===== src/rtl/spi_dac_multi.sv =====
`default_nettype none
// ============================================================================
//  Module      : spi_dac_multi
//  Description : Multi-channel SPI DAC transmitter. A sample strobe latches
//                one sample per channel, then one mode-0 MSB-first frame is
//                sent per enabled channel, followed by LDAC strobes issued
//                either once at the end or after every frame.
//  Revision    : 1.0 - initial release
// ============================================================================
module spi_dac_multi #(
    parameter int NCH     = 2,
    parameter int DATA_W  = 8,
    parameter int FRAME_W = 16,
    parameter int CLK_DIV = 2
) (
    input  logic                  clk,
    input  logic                  rst,
    input  logic                  start,
    input  logic [NCH*DATA_W-1:0] ch_data,
    input  logic [NCH-1:0]        ch_en,
    input  logic                  ldac_mode,
    output logic                  sck,
    output logic                  sdo,
    output logic                  cs_n,
    output logic                  ldac_n,
    output logic                  busy,
    output logic                  done,
    output logic                  overrun
);

    localparam int c_CNT_W = (CLK_DIV > 1) ? $clog2(CLK_DIV) : 1;
    localparam int c_BIT_W = $clog2(FRAME_W);
    localparam logic [c_CNT_W-1:0] c_CNT_LAST = c_CNT_W'(CLK_DIV - 1);
    localparam logic [c_BIT_W-1:0] c_BIT_LAST = c_BIT_W'(FRAME_W - 1);

    localparam logic [2:0] c_ST_IDLE  = 3'd0;
    localparam logic [2:0] c_ST_SETUP = 3'd1;
    localparam logic [2:0] c_ST_SHIFT = 3'd2;
    localparam logic [2:0] c_ST_GAP   = 3'd3;
    localparam logic [2:0] c_ST_LDAC  = 3'd4;
    localparam logic [2:0] c_ST_DONE  = 3'd5;

    generate
        if (FRAME_W < DATA_W + 4 || NCH < 1 || NCH > 16 || CLK_DIV < 1) begin : g_param_check
            $error("spi_dac_multi: illegal parameter combination");
        end
    endgenerate

    // Lowest enabled channel with index >= lo; bit 4 flags that one exists.
    function automatic logic [4:0] f_find(input logic [NCH-1:0] mask, input int lo);
        logic [4:0] r;
        r = '0;
        for (int i = NCH - 1; i >= 0; i--) begin
            if (mask[i] && i >= lo) begin
                r = {1'b1, 4'(i)};
            end
        end
        return r;
    endfunction

    // Frame layout: channel index, then sample, then zero padding.
    function automatic logic [FRAME_W-1:0] f_frame(input logic [3:0] idx,
                                                   input logic [DATA_W-1:0] smp);
        logic [FRAME_W-1:0] f;
        f = '0;
        f[FRAME_W-1 -: 4]      = idx;
        f[FRAME_W-5 -: DATA_W] = smp;
        return f;
    endfunction

    logic [2:0]            r_state;
    logic [c_CNT_W-1:0]    r_cnt;
    logic [c_BIT_W-1:0]    r_bit;
    logic                  r_hi;
    logic [3:0]            r_ch;
    logic [FRAME_W-1:0]    r_frame;
    logic [NCH*DATA_W-1:0] r_data;
    logic [NCH-1:0]        r_en;
    logic                  r_mode;

    logic [2:0]            w_state_nxt;
    logic [c_CNT_W-1:0]    w_cnt_nxt;
    logic [c_BIT_W-1:0]    w_bit_nxt;
    logic                  w_hi_nxt;
    logic [3:0]            w_ch_nxt;
    logic [FRAME_W-1:0]    w_frame_nxt;
    logic                  w_cnt_last;
    logic [4:0]            w_first;
    logic [4:0]            w_next;
    logic [DATA_W-1:0]     w_first_smp;
    logic [DATA_W-1:0]     w_next_smp;

    logic w_sck, w_sdo, w_cs_n, w_ldac_n, w_busy, w_done, w_overrun;

    // The first channel is picked from the live inputs since the shadow copy
    // is only written on the same edge; later channels come from the shadow.
    assign w_cnt_last  = (r_cnt == c_CNT_LAST);
    assign w_first     = f_find(ch_en, 0);
    assign w_next      = f_find(r_en, int'(r_ch) + 1);
    assign w_first_smp = ch_data[int'(w_first[3:0]) * DATA_W +: DATA_W];
    assign w_next_smp  = r_data[int'(w_next[3:0]) * DATA_W +: DATA_W];

    // State register plus sequencing counters and the shadow sample copy.
    always_ff @(posedge clk or posedge rst) begin
        if (rst) begin
            r_state <= c_ST_IDLE;
            r_cnt   <= '0;
            r_bit   <= '0;
            r_hi    <= 1'b0;
            r_ch    <= '0;
            r_frame <= '0;
            r_data  <= '0;
            r_en    <= '0;
            r_mode  <= 1'b0;
        end else begin
            r_state <= w_state_nxt;
            r_cnt   <= w_cnt_nxt;
            r_bit   <= w_bit_nxt;
            r_hi    <= w_hi_nxt;
            r_ch    <= w_ch_nxt;
            r_frame <= w_frame_nxt;
            if (r_state == c_ST_IDLE && start) begin
                r_data <= ch_data;
                r_en   <= ch_en;
                r_mode <= ldac_mode;
            end
        end
    end

    // Next-state and counter logic; every timed state lasts whole H-cycle slots.
    always_comb begin
        w_state_nxt = r_state;
        w_cnt_nxt   = r_cnt;
        w_bit_nxt   = r_bit;
        w_hi_nxt    = r_hi;
        w_ch_nxt    = r_ch;
        w_frame_nxt = r_frame;
        case (r_state)
            c_ST_IDLE: begin
                if (start) begin
                    w_cnt_nxt = '0;
                    if (w_first[4]) begin
                        w_state_nxt = c_ST_SETUP;
                        w_ch_nxt    = w_first[3:0];
                        w_frame_nxt = f_frame(w_first[3:0], w_first_smp);
                    end else begin
                        w_state_nxt = c_ST_DONE;
                    end
                end
            end
            c_ST_SETUP: begin
                if (w_cnt_last) begin
                    w_state_nxt = c_ST_SHIFT;
                    w_cnt_nxt   = '0;
                    w_hi_nxt    = 1'b1;
                    w_bit_nxt   = '0;
                end else begin
                    w_cnt_nxt = r_cnt + 1'b1;
                end
            end
            c_ST_SHIFT: begin
                if (w_cnt_last) begin
                    w_cnt_nxt = '0;
                    if (r_hi) begin
                        // SCK falling edge: present the next bit.
                        w_hi_nxt    = 1'b0;
                        w_frame_nxt = {r_frame[FRAME_W-2:0], 1'b0};
                    end else if (r_bit == c_BIT_LAST) begin
                        w_state_nxt = c_ST_GAP;
                    end else begin
                        w_hi_nxt  = 1'b1;
                        w_bit_nxt = r_bit + 1'b1;
                    end
                end else begin
                    w_cnt_nxt = r_cnt + 1'b1;
                end
            end
            c_ST_GAP: begin
                if (w_cnt_last) begin
                    w_cnt_nxt = '0;
                    if (r_mode || !w_next[4]) begin
                        w_state_nxt = c_ST_LDAC;
                    end else begin
                        w_state_nxt = c_ST_SETUP;
                        w_ch_nxt    = w_next[3:0];
                        w_frame_nxt = f_frame(w_next[3:0], w_next_smp);
                    end
                end else begin
                    w_cnt_nxt = r_cnt + 1'b1;
                end
            end
            c_ST_LDAC: begin
                if (w_cnt_last) begin
                    w_cnt_nxt = '0;
                    if (w_next[4]) begin
                        w_state_nxt = c_ST_SETUP;
                        w_ch_nxt    = w_next[3:0];
                        w_frame_nxt = f_frame(w_next[3:0], w_next_smp);
                    end else begin
                        w_state_nxt = c_ST_DONE;
                    end
                end else begin
                    w_cnt_nxt = r_cnt + 1'b1;
                end
            end
            c_ST_DONE: begin
                w_state_nxt = c_ST_IDLE;
            end
            default: begin
                w_state_nxt = c_ST_IDLE;
            end
        endcase
    end

    // Output decode from the next state so the registered pins line up with it.
    always_comb begin
        w_cs_n    = !(w_state_nxt == c_ST_SETUP || w_state_nxt == c_ST_SHIFT);
        w_sck     = (w_state_nxt == c_ST_SHIFT) && w_hi_nxt;
        w_sdo     = !w_cs_n && w_frame_nxt[FRAME_W-1];
        w_ldac_n  = (w_state_nxt != c_ST_LDAC);
        w_busy    = !(w_state_nxt == c_ST_IDLE || w_state_nxt == c_ST_DONE);
        w_done    = (w_state_nxt == c_ST_DONE);
        w_overrun = start && (r_state != c_ST_IDLE);
    end

    // Output registers; reset drives the idle pin levels immediately.
    always_ff @(posedge clk or posedge rst) begin
        if (rst) begin
            sck     <= 1'b0;
            sdo     <= 1'b0;
            cs_n    <= 1'b1;
            ldac_n  <= 1'b1;
            busy    <= 1'b0;
            done    <= 1'b0;
            overrun <= 1'b0;
        end else begin
            sck     <= w_sck;
            sdo     <= w_sdo;
            cs_n    <= w_cs_n;
            ldac_n  <= w_ldac_n;
            busy    <= w_busy;
            done    <= w_done;
            overrun <= w_overrun;
        end
    end

endmodule
`default_nettype wire


===== config.mk =====
export PLATFORM = sky130hd
export DESIGN_NAME = spi_dac_multi
export DESIGN_NICKNAME = d
export VERILOG_FILES = /design/src/rtl/spi_dac_multi.sv
export SDC_FILE = /design/constraint.sdc
export NUM_CORES = 1
export LEC_CHECK = 0
export CAP_MARGIN = 20
export CORE_MARGIN = 3
export CORE_UTILIZATION = 54
export DETAILED_ROUTE_END_ITERATION = 8
export PLACE_DENSITY = 0.88
export SLEW_MARGIN = 30
export SYNTH_ARGS = -nofsm -noshare
export SYNTH_HDL_FRONTEND = slang
export SYNTH_SLANG_ARGS = --single-unit

===== constraint.sdc =====
create_clock -name clk -period 2.3 [get_ports clk]
set_clock_uncertainty 0.15 [all_clocks]
set_input_delay 0.345 -clock clk [delete_from_list [all_inputs] [get_ports clk]]
set_output_delay 0.345 -clock clk [all_outputs]
set_load 0.01 [all_outputs]

# Word level (Yosys, flattened, before mapping)

Cells that the tools add are included.

Add/sub/neg operators: 3
$lt $le $gt $ge: 2
Equal/unequal tests: 20
Shifts and indexed selects: 2
Muxes and demuxes: 44
Reductions and logical operators: 24

Operator list:

| cell                  | number |
|---|---|
| $mux W16              | 8 |
| $pmux W16 S4          | 1 |
| $mux W4               | 10 |
| $shiftx A16 B8 Y8     | 2 |
| $mux W3               | 10 |
| $ne A2 B2 Y1 const B  | 11 |
| $mux W5               | 4 |
| $pmux W3 S5           | 1 |
| $pmux W4 S3           | 1 |
| $ge A1 B5 Y1 const A  | 2 |
| $eq A3 B2 Y1 const B  | 3 |
| $reduce_and A9 Y1     | 1 |
| $pmux W4 S2           | 1 |
| $reduce_and A7 Y1     | 1 |
| $eq A3 B1 Y1 const B  | 2 |
| $eq A3 B3 Y1 const B  | 2 |
| $logic_and A1 B1 Y1   | 6 |
| $logic_not A3 Y1      | 2 |
| $mux W1               | 6 |
| $reduce_bool A3 Y1    | 2 |
| $add A4 B1 Y5 const B | 1 |
| $reduce_and A5 Y1     | 1 |
| $add A4 B1 Y4 const B | 1 |
| $eq A4 B4 Y1 const B  | 1 |
| other kinds (9)       | 15 |

Bits in registers: 55
Input port bits: 22
Output and inout port bits: 7
Logic and storage cells: 112

# Depth between registers and ports, before layout

Depth in word-level cells: 13
Mapped depth: 8
Depth with buffers taken out: 7

# Least setup slack after synthesis

Ideal clock, no wire load.

Kind: reg-to-reg
From: register r_state[2]
To: register r_frame[14]
Library setup time: 0.121 ns
Arrival: 1.609 ns
Required time: 2.029 ns
Slack: 0.420 ns
Cell stages (with the launch flop): 7
Buffers on the path: 2
Clock period less this slack: 1.880 ns
Cell sequence: dfrtp_1 buf_6 nand2b_1 or2_0 a2111o_1 buf_6 a22o_1

Cells in the longest elaborated chain, start to end: 3
Elaborated cells on any way between the ends: 15
Those cells by class: eq/ne (11); mux (1); reduce/logical (3)

RTL lines:

| item                                                                | RTL line | RTL |
|---|---|---|
| start: declaration                                                  | 71       | `logic [2:0] r_state;` |
| start signal: assignment                                            | 106      | `r_state <= c_ST_IDLE;` |
| start signal: assignment                                            | 116      | `r_state <= w_state_nxt;` |
| $eq A3 B3 Y1 (tied with other cells)                                | 138      | `case (r_state)` |
| $reduce_bool A4 Y1 (no source line) or $ne A2 B2 Y1 (tied branches) | --       |  |
| $reduce_and A9 Y1 (no source line)                                  | --       |  |
| end signal: assignment                                              | 121      | `r_frame <= w_frame_nxt;` |
| end: declaration                                                    | 76       | `logic [FRAME_W-1:0] r_frame;` |

Several ways; a longest one is shown, not always the timed one.
A chain may end at the register's enable or synchronous reset.

# Final worst setup path

From: register r_state[1]
To: register r_frame[10]

Same word-level chain as after synthesis.

==> run metrics <==
Final min period between 2 and 2.5 ns; ys flop type dfrtp_1; clock latency at the later pin of the worst-skew pair around 0.3 ns; yosys warns 0; EDFF count, synth 0; CP Launch Type flop; CTS tree done; hold_buf cts 0; clock network power share 15.5%; number of global-route vias before repair 1,748; Port Buffers 28; largest area contributor in the netlist dfrtp_1; Post-Route WL approximately 4500 µm; Die Ht approximately 70 µm; clk slew on worst S/H paths roughly 0.08 ns; crit path DAT 2.16 ns; final hold vios 0; most common cell after layout, fill and taps aside nand2_1; commonest cells after routing, fill and taps aside nand2_1 (68), dfrtp_1 (40), clkdlybuf4s50_1 (28), o21ai_0 (18), buf_4 (14); R2R depth 6; via count 1,794; status completed; crit-path cells nor2_1 > o21ai_0 > a2111o_1 > buf_4 > nand2_1 > nand2_1; Placer Congestion around 0.8; part of the power in registers roughly 41%; ANT cells 0; fraction of registers with async set/reset 100%; Crit path max-delay family compound AO/OA/AOI/OAI gates; full die area just under 5000 µm²; placed cells a little over 300; post_cts resized 0; initial DRC count approximately 170; slew of the pin with the lowest slew margin just under 0.6 ns; row count 22; Max Cap Viol 0; RSZ-0062 raised after global routing false; Area growth syn-to-layout 19.6%; sequential fraction of the synthesis area approximately half; Crit. End Element flop; maximum vdd drop about 600 µV; crit-path most repeated cell nand2_1; I/O pin total 29; setup bufs post-CTS 0; slowest stage delay, CP 0.56 ns; initial core utilization a little under three fifths; Leak Pwr about 1.2 nW; WS Path Type flop to flop; Buf/Inv on CP 1; largest net degree at the start of global routing 43; fin. max-slew vios 0; gr usage total approximately a fifth; Placeable Area about 3800 µm²; CTS root buffer clkbuf_8; HP Class primary input to async pin; slowest CP cell a2111o_1; Max FO, Critical Path 13; fin nets a little under 300; Routed Antenna Nets 0; Longest Clk Path Bufs 2; CP Data Required Time ~2.3 ns; mean number of vias per cell around 5.7; fmax roughly 0.47 GHz; Synth Cell Area between 2000 and 2500 µm²; Switch Pwr ~0.0013 W; Crit path depth 6; Power per Cell Area about 1200 nW/µm²; # setup viols final 0; CTS Buf Count 5; internal power 0.00191 W; Synth cell types 46; Avg Inst Size Synth about 9.2 µm²; router iterations before antenna repair 5; chip width 69.4 µm; GRT overflow 0; Syn Nets around 260; Syn Inst Count between 200 and 250; detailed placer's ending HPWL between 3000 and 4000 µm; Seq cells post-synth 42; top post-synthesis cells by area dfrtp_1 (46%), nand2_1 (12%), o21ai_0 (4.1%), a222oi_1 (3.7%), buf_6 (2.6%); period utilisation layout roughly 93%; CTS H-tree lvls 2; Yosys top cell area share a little under half; switching share of power roughly two fifths; layout cells sized above 1 a little under an eighth; DR WL/cell about 14 µm; clock sink count 42; Slew Limit Headroom between 60% and 70%; initial antenna violation count 0; Comb pwr share a little over two fifths; Layout Cells excl Fill 316; first-pass GRT wire length approximately 7900 µm; DR DRC count 0; setup_tns 0 ns
-- flip-flops by register name, summed over array words and instances (netlist names), 3 cells and up --
| register | flops |
|---|---|
| r_frame | 15 |
| r_data | 8 |
| r_bit | 4 |
| r_state | 3 |
-- per-stage QoR --
step / power (W) / hold slack (ns) / utilization [%] / setup WS (ns) / cell area [µm²]
2_1_floorplan: 0.00227 / 0.294 / - / 0.420 / 2170
3_3_place_gp: 0.00261 / 0.310 / 66.4 / 0.0550 / 2500
3_5_place_dp: 0.00267 / 0.321 / 66.4 / 0.00313 / 2500
4_1_cts: 0.00317 / 0.336 / 68.8 / 0.180 / 2600
5_1_grt: 0.00341 / 0.366 / 68.8 / 0.0550 / 2600
6_report: 0.00316 / 0.325 / 68.8 / 0.154 / 2600
-- Yosys cell counts (2+ instances only) --
| master | count |
|---|---|
| buf_6 | 5 |
| or2_2 | 2 |
| nand3b_1 | 3 |
| a31oi_1 | 3 |
| o31ai_1 | 2 |
| a32oi_1 | 2 |
| a22o_1 | 4 |
| nand2b_1 | 4 |
| dfrtp_1 | 40 |
| a222oi_1 | 8 |
| and3_1 | 4 |
| nand3_1 | 2 |
| nand2_1 | 68 |
| clkbuf_1 | 8 |
| buf_2 | 5 |
| nor3b_1 | 5 |
| a21oi_1 | 8 |
| o21ai_0 | 18 |
| or2b_1 | 2 |
| nor2b_1 | 3 |
| nor3_1 | 4 |
| nor2_1 | 6 |
| mux2i_1 | 2 |
| dfstp_2 | 2 |
| a21oi_2 | 2 |
| inv_1 | 4 |
-- per-layer routing --
layer,routed length (µm),global-route usage [%],share of wire (%),vias to the layer above
met5,0,0,0,-
met1,2020,25.6,45,855
met3,203,4.49,4.5,7
met2,2250,34.1,50,42
met4,56,7.16,1.2,0
li1,-,-,-,890
-- layout make-up --
| cell class | instances | area [µm²] |
|---|---|---|
| clock buffers | 7 | 86.3 |
| clock inverters | 1 | 5.00 |
| fillers | 293 | 1170 |
| inverters | 4 | 15.0 |
| multi-input cells | 172 | 991 |
| flip-flops and latches | 42 | 1050 |
| well taps | 48 | 60.1 |
| repair buffers | 42 | 385 |
-- worst min-delay path: cells and delay by family --
kind	cells	cell delay, ns
buf+inv	3	0.88
-- cell families (layout without fill, tap and decap cells) --
kind of cell / Yosys count / count (layout) / synth area share [%]
and+or+nand+nor: 114 / 114 / 25.9
AOI/OAI and AO/OA: 55 / 55 / 18.2
DFF: 42 / 42 / 48.5
buffers and inverters: 22 / 54 / 5.82
muxes: 2 / 2 / 0.922
adders and majority gates: 1 / 1 / 0.576
-- power by group through the flow --
stage	Sequential (W)	Combinational, W	Clock (W)
floorplan	0.00118	0.00109	0
global placement	0.00129	0.00131	0
detailed placement	0.00130	0.00137	0
CTS	0.00129	0.00138	0.000497
global route	0.00134	0.00154	0.000529
finish	0.00130	0.00138	0.000490
-- final timing paths --
| check | start | end | slack [ns] |
|---|---|---|---|
| min in group clk | r_frame[7] | r_frame[7] | 0.34 |
| setup reg to reg | r_state[1] | r_frame[10] | 0.15 |
| max in group asynchronous | rst | ldac_n | 1.30 |
| setup / recovery | r_state[1] | r_frame[10] | 0.15 |
| hold / removal | rst | r_bit[0] | 0.33 |
| hold reg to reg | r_frame[7] | r_frame[7] | 0.34 |
Power figures use the tool's default switching activity.
